**src/rtl/if_id_reg.sv**
```systemverilog
// IF/ID pipeline register for the five-stage MIPS core.
// Captures the fetch-stage PC, instruction word and fetch address error.
// Tags branch-delay-slot instructions. Inserts bubbles on exception entry
// (Req), on eret, and holds its contents on a hazard stall.
// Every output is driven directly from a register, so there is no
// combinational input-to-output path.
module if_id_reg #(
   parameter logic [31:0] RESET_PC   = 32'h0000_3000,
   parameter logic [31:0] HANDLER_PC = 32'h0000_4180,
   parameter logic [4:0]  EXC_ADEL   = 5'd4
) (
   input  logic        CLK,
   input  logic        Reset,
   input  logic        Req,
   input  logic        stall,
   input  logic        ID_eret,
   input  logic        ID_jump,
   input  logic [31:0] EPC,
   input  logic [31:0] IF_PC,
   input  logic [31:0] IF_Instr,
   input  logic        IF_EXC_AdEL,
   output logic [31:0] ID_PC,
   output logic [31:0] ID_Instr,
   output logic [4:0]  ID_ExcCode,
   output logic        ID_BD,
   output logic        ID_valid,
   output logic [31:0] fetch_cnt
);

   // ---- IF -> ID stage boundary ----
   logic [31:0] pc_p1;
   logic [31:0] instr_p1;
   logic [4:0]  exc_p1;
   logic        bd_p1;
   logic        vld_p1;
   logic [31:0] fetch_cnt_p1;

   // Update priority: reset, exception flush, stall hold, eret kill, normal capture.
   // Bubbles carry a real PC (handler or EPC) so an interrupt taken while a
   // bubble sits in ID still records a meaningful EPC.
   always_ff @(posedge CLK) begin
      if (Reset) begin
         pc_p1        <= RESET_PC;
         instr_p1     <= 32'd0;
         exc_p1       <= 5'd0;
         bd_p1        <= 1'b0;
         vld_p1       <= 1'b0;
         fetch_cnt_p1 <= 32'd0;
      end else if (Req) begin
         pc_p1    <= HANDLER_PC;
         instr_p1 <= 32'd0;
         exc_p1   <= 5'd0;
         bd_p1    <= 1'b0;
         vld_p1   <= 1'b0;
      end else if (stall) begin
         // Hold everything; a jump stalled in ID tags its delay slot on release.
         pc_p1        <= pc_p1;
         instr_p1     <= instr_p1;
         exc_p1       <= exc_p1;
         bd_p1        <= bd_p1;
         vld_p1       <= vld_p1;
         fetch_cnt_p1 <= fetch_cnt_p1;
      end else if (ID_eret) begin
         // eret has no delay slot: discard whatever IF fetched.
         pc_p1    <= EPC;
         instr_p1 <= 32'd0;
         exc_p1   <= 5'd0;
         bd_p1    <= 1'b0;
         vld_p1   <= 1'b0;
      end else begin
         // A faulting fetch is still a valid slot so CP0 sees its PC and BD.
         pc_p1        <= IF_PC;
         instr_p1     <= IF_EXC_AdEL ? 32'd0 : IF_Instr;
         exc_p1       <= IF_EXC_AdEL ? EXC_ADEL : 5'd0;
         bd_p1        <= ID_jump;
         vld_p1       <= 1'b1;
         fetch_cnt_p1 <= fetch_cnt_p1 + 32'd1;
      end
   end

   assign ID_PC      = pc_p1;
   assign ID_Instr   = instr_p1;
   assign ID_ExcCode = exc_p1;
   assign ID_BD      = bd_p1;
   assign ID_valid   = vld_p1;
   assign fetch_cnt  = fetch_cnt_p1;

endmodule

```
**config.mk**
```make
export PLATFORM = sky130hd
export DESIGN_NAME = if_id_reg
export DESIGN_NICKNAME = d
export VERILOG_FILES = /design/src/rtl/if_id_reg.sv
export SDC_FILE = /design/constraint.sdc
export NUM_CORES = 1
export LEC_CHECK = 0
export ABC_AREA = 1
export CAP_MARGIN = 20
export CORE_MARGIN = 4
export CORE_UTILIZATION = 45
export DETAILED_ROUTE_END_ITERATION = 7
export MAX_ROUTING_LAYER = met4
export PLACE_DENSITY = 0.92
export SLEW_MARGIN = 20
export SYNTH_ARGS = -nofsm -noshare
export SYNTH_HDL_FRONTEND = slang
export SYNTH_SLANG_ARGS = --single-unit
```
**constraint.sdc**
```tcl
create_clock -name CLK -period 3.3 [get_ports CLK]
set_input_delay 0.495 -clock CLK [delete_from_list [all_inputs] [get_ports CLK]]
set_output_delay 0.495 -clock CLK [all_outputs]
set_load 0.01 [all_outputs]
```
# Yosys cells after proc, flatten, opt, wreduce, memory -nomap -nowiden
# Cells that the tools add are included.
word_totals:
  register_bits: 103
op_classes:
  n_bitwise: 3
  reduce_logical: 2
  n_eq_ne: 1
  addsub: 1
  mux: 9
ops:
  columns: ["op", "count"]
  rows:
  - ["32-bit two-way mux", 3]
  - ["32-bit by 1-bit adder with 32-bit output (second input constant)", 1]
  - ["15-bit two-way mux", 2]
  - ["3-bit two-way mux", 2]
  - ["1-bit inverter", 3]
  - ["3-bit AND reduction", 1]
  - ["1-bit two-way mux", 2]
  - ["2-bit inequality test (second input constant)", 1]
  - ["2-bit OR reduction", 1]

# Depth between registers and ports, before layout
depth:
  ltp_word: 3
  ltp_mapped: 12
  depth_no_buf: 10

# Least setup slack after synthesis
# No wires, ideal clock.
synth_path:
  kind: "input-to-reg"
  start: "in ID_eret"
  end: "reg fetch_cnt_p1[14] (netlist: fetch_cnt[14])"
  setup_slack_ps: 1779
  path_buffers: 2
  setup_ps: 116
  arrival_ps: 1405
  stages: 10
  cell_sequence: "buf_6 > inv_4 > nand2_4 > nor2_4 > buf_6 > nand3_2 > nor2_1 > nand2_1 > o21ai_0 > nor2_1"
synth_via:
  elab_chain_len: 2
synth_rtl:
  columns: ["element", "line", "text"]
  rows:
  - ["start, declared", "16", "input logic ID_eret,"]
  - ["1-bit inverter (no source line)", null, null]
  - ["3-bit AND reduction (no source line)", null, null]
  - ["end signal, assigned", "62", "fetch_cnt_p1 <= fetch_cnt_p1;"]
  - ["end signal, assigned", "77", "fetch_cnt_p1 <= fetch_cnt_p1 + 32'd1;"]
  - ["end, declared", "36", "logic [31:0] fetch_cnt_p1;"]
# Every way passes these cells.
# A chain may end at the register's enable or synchronous reset.

# Worst setup path in the final report
layout_path:
  start: "in stall"
  end: "reg fetch_cnt_p1[9] (netlist: fetch_cnt[9])"
layout_via:
  elab_chain_len: 2
layout_rtl:
  columns: ["element", "line", "text"]
  rows:
  - ["start, declared", "15", "input logic stall,"]
  - ["1-bit inverter (no source line)", null, null]
  - ["3-bit AND reduction (no source line)", null, null]
# Every way passes these cells.

==> results.md <==
* Synth top area share at 43.3%
* Dpl hpwl at 10900 um
* Worst setup SP type: primary input
* Routed wire length at 14200 um
* XOR/XNOR Fraction of Synth Area at 0.574%
* Cts bufs inserted at 9
* Antenna violations before repair at 0
* Number of buffers added for setup after CTS at 0
* Io pins at 206
* Net Sw Frac at 26.3%
* CTS HTree Levels at 3
* Share of layout cells above drive strength 1 at 4.56%
* Antenna-violating nets left at 0
* Vias in the first global route at 4723
* Initial Util at 46.4%
* Yosys cell types at 32
* Mapped cell area at 4580 um^2
* GPL Wtd Cong at 0.930
* Die Ht at 109 um
* Mux share of post-synthesis cell area at 0%
* CTS Root Cell: clkbuf_8
* Post-Synth Simple-Gate Area at 31.6%
* Combinational share of power at 14.4%
* Synth area leaders: dfxtp_1 43%, nand2_1 16%, inv_1 6.3%
* CP required at 3.57 ns
* Die area at 11900 um^2
* Synth Register Bits at 99
* Port Buffers at 201
* Vias/cell at 5.07
* Synthesized area per cell at 6.88 um^2
* Global route total overflow at 0
* Status: finished clean
* Final Total Pwr at 2.33 mW
* Hold Crit Class: flip-flop to flip-flop
* Achievable clock frequency at 442 MHz
* Post-CTS resize count at 0
* Max-slew violation count at 0
* Sequential share of power at 53.0%
* Die Wd at 109 um
* P_int at 1.72 mW
* Core area at 9860 um^2
* Path type of the worst setup path: primary input to flip-flop
* P&R area growth vs syn at 49.2%
* Worst setup margin at 1.04 ns
* Post-synthesis cell count at 666
* Period utilization at 68.5%
* Clock-pin slew on the worst setup and hold paths at 0.10 ns
* Pleak at 2.69 nW
* TritonRoute pass-1 iters at 6
* TNS Setup at 0 ns
* Clock Skew at 0.00819 ns
* Routed via count at 5013
* Fin cells at 989
* Tmin final at 2.26 ns
* CTS max path bufs at 2
* Clk sinks at 99
* Yosys warns at 0
* Slew @ Worst Pin at 0.575 ns
* DR DRC count at 0
* Nets at 955
* Placed Cells incl. Taps at 973
* Clock Power Share at 32.6%
* First-pass GRT wire length at 22100 um
* Ant. Diodes at 0
* Average wire per standard cell at 14.4 um
* Post-Synth Adder-Cell Area at 0.273%
* Hold buffers post-CTS at 0
* TritonCTS clock tree: yes
* Clk_lat worst skew at 0.35 ns
* Drt initial violations at 239
* Compound-Gate Fraction of Synth Area at 13.6%
* Pre-CTS WS at 0.711 ns
* Slew margin rel. at 61.6%
* Rows at 36
* Pwr per Cell Area at 341 nW/um^2
* Switch Pwr at 612 uW
* Sequential share of the synthesized area at 43.3%
* Crit path max fanout at 14
* Crit. End Element: flip-flop
* Setup Viol. Count Final at 0
* Main combinational cell family by area after synthesis: simple AND/OR/NAND/NOR gates
* Largest net degree at the start of global routing at 55
* Final Hold Viols at 0
* RSZ-0062 raised after global routing: false
* Final core utilization at 69.3%
* GRT Total Usage at 24.1%
* VDD IR max at 0.000215 V
* # Max-Cap Violations at 0
* CP arrival at 2.53 ns
* Yosys top cell by area: dfxtp_1
-- cells by family (layout without fill, tap and decap cells) --
kind of cell | Yosys count | count (layout)
AOI/OAI and AO/OA | 101 | 101
xor gates and xnor gates | 3 | 3
adders and majority gates | 1 | 1
buffers and inverters | 116 | 303
DFF | 99 | 99
other | 1 | 4
and+or+nand+nor | 345 | 345
-- final timing paths --
| path | from | endpoint | slack, ns | cells after the start |
|---|---|---|---|---|
| worst max-delay path | stall | fetch_cnt[9]$_SDFFE_PP0P_ | 1.04 | 9 |
| worst max register to register | fetch_cnt[4]$_SDFFE_PP0P_ | fetch_cnt[25]$_SDFFE_PP0P_ | 1.62 | 8 |
| worst min register to register | ID_Instr[20]$_SDFFE_PP0N_ | ID_Instr[20]$_SDFFE_PP0N_ | 0.47 | 2 |
| worst min-delay path | ID_Instr[20]$_SDFFE_PP0N_ | ID_Instr[20]$_SDFFE_PP0N_ | 0.47 | 2 |
-- cell usage in the layout, fill, tap and decap left out, types with 2 or more instances in the layout --
| master | synthesis | layout |
|---|---|---|
| clkinv_4 | 0 | 4 |
| o21ai_0 | 14 | 14 |
| clkdlybuf4s50_1 | 0 | 201 |
| conb_1 | 1 | 4 |
| a21oi_1 | 54 | 54 |
| o2111ai_1 | 27 | 27 |
| o21a_1 | 2 | 2 |
| clkbuf_8 | 0 | 10 |
| o21bai_1 | 2 | 2 |
| nor2_4 | 2 | 2 |
| nor2_2 | 7 | 8 |
| inv_8 | 0 | 2 |
| inv_1 | 77 | 76 |
| nand4_1 | 7 | 7 |
| buf_4 | 4 | 7 |
| nand3_1 | 52 | 52 |
| nand2_2 | 2 | 2 |
| o211ai_1 | 2 | 2 |
| dfxtp_1 | 99 | 99 |
| xor2_1 | 2 | 2 |
| nor3_1 | 8 | 8 |
| nand2_1 | 200 | 200 |
| nor2_1 | 62 | 61 |
-- sequential cells by signal (all words and copies together), names as in the netlist --
signal	flops
ID_Instr	32
ID_PC	32
fetch_cnt	32
ID_BD	1
ID_ExcCode	1
ID_valid	1
-- per-layer routing --
metal	vias up	global-route usage [%]	wire, um
li1	2506	-	-
met1	2229	27.9	5740
met2	237	40.8	6910
met3	41	4.80	1090
met4	0	9.83	493
met5	-	-	0
-- power by group through the flow --
stage / Combinational [mW] / Clock, mW / Sequential (mW)
after floorplan: 0.124 / 0 / 1.27
after global placement: 0.332 / 0 / 1.26
after detailed placement: 0.336 / 0 / 1.26
after CTS: 0.338 / 0.778 / 1.24
after global routing: 0.366 / 0.813 / 1.24
final: 0.336 / 0.760 / 1.24
-- cells in the mapped netlist --
| library cell | number |
|---|---|
| nand2_1 | 200 |
| dfxtp_1 | 99 |
| inv_1 | 77 |
| nor2_1 | 62 |
| a21oi_1 | 54 |
| nand3_1 | 52 |
| o2111ai_1 | 27 |
| clkbuf_1 | 15 |
| o21ai_0 | 14 |
| buf_2 | 8 |
| nor3_1 | 8 |
| buf_1 | 7 |
| nand4_1 | 7 |
| nor2_2 | 7 |
| buf_4 | 4 |
| buf_6 | 3 |
| nand2_2 | 2 |
| nor2_4 | 2 |
| o211ai_1 | 2 |
| o21a_1 | 2 |
| o21bai_1 | 2 |
| xor2_1 | 2 |
| and3_1 | 1 |
| conb_1 | 1 |
| ha_1 | 1 |
| inv_2 | 1 |
| inv_4 | 1 |
| nand2_4 | 1 |
| nand3_2 | 1 |
| nand3b_1 | 1 |
| nor3b_1 | 1 |
| xnor2_1 | 1 |
-- layout make-up --
class	count	area, um^2
well taps	133	166
clock buffers	10	138
multi-input cells	454	2130
inverters	79	299
repair buffers	208	2060
fillers	810	3030
flip-flops and latches	99	1980
clock inverters	6	57.6
-- per-stage QoR --
stage | instance area [um^2] | hold slack (ns)
CTS | 6830 | 0.471
finish | 6830 | 0.469
detailed placement | 6640 | 0.455
floorplan | 4590 | 0.487
global placement | 6640 | 0.451
global route | 6830 | 0.483
-- critical path, cell delays in order --
cell and delay (ns):
clkdlybuf4s50_1 0.69, clkinv_1 0.32, nand2_4 0.10, nor2_4 0.28
nand2_1 0.17, nor2_2 0.17, nand2_1 0.09, nand2_1 0.06
nor3b_1 0.16
No activity file was read; power rests on OpenSTA's default activity.
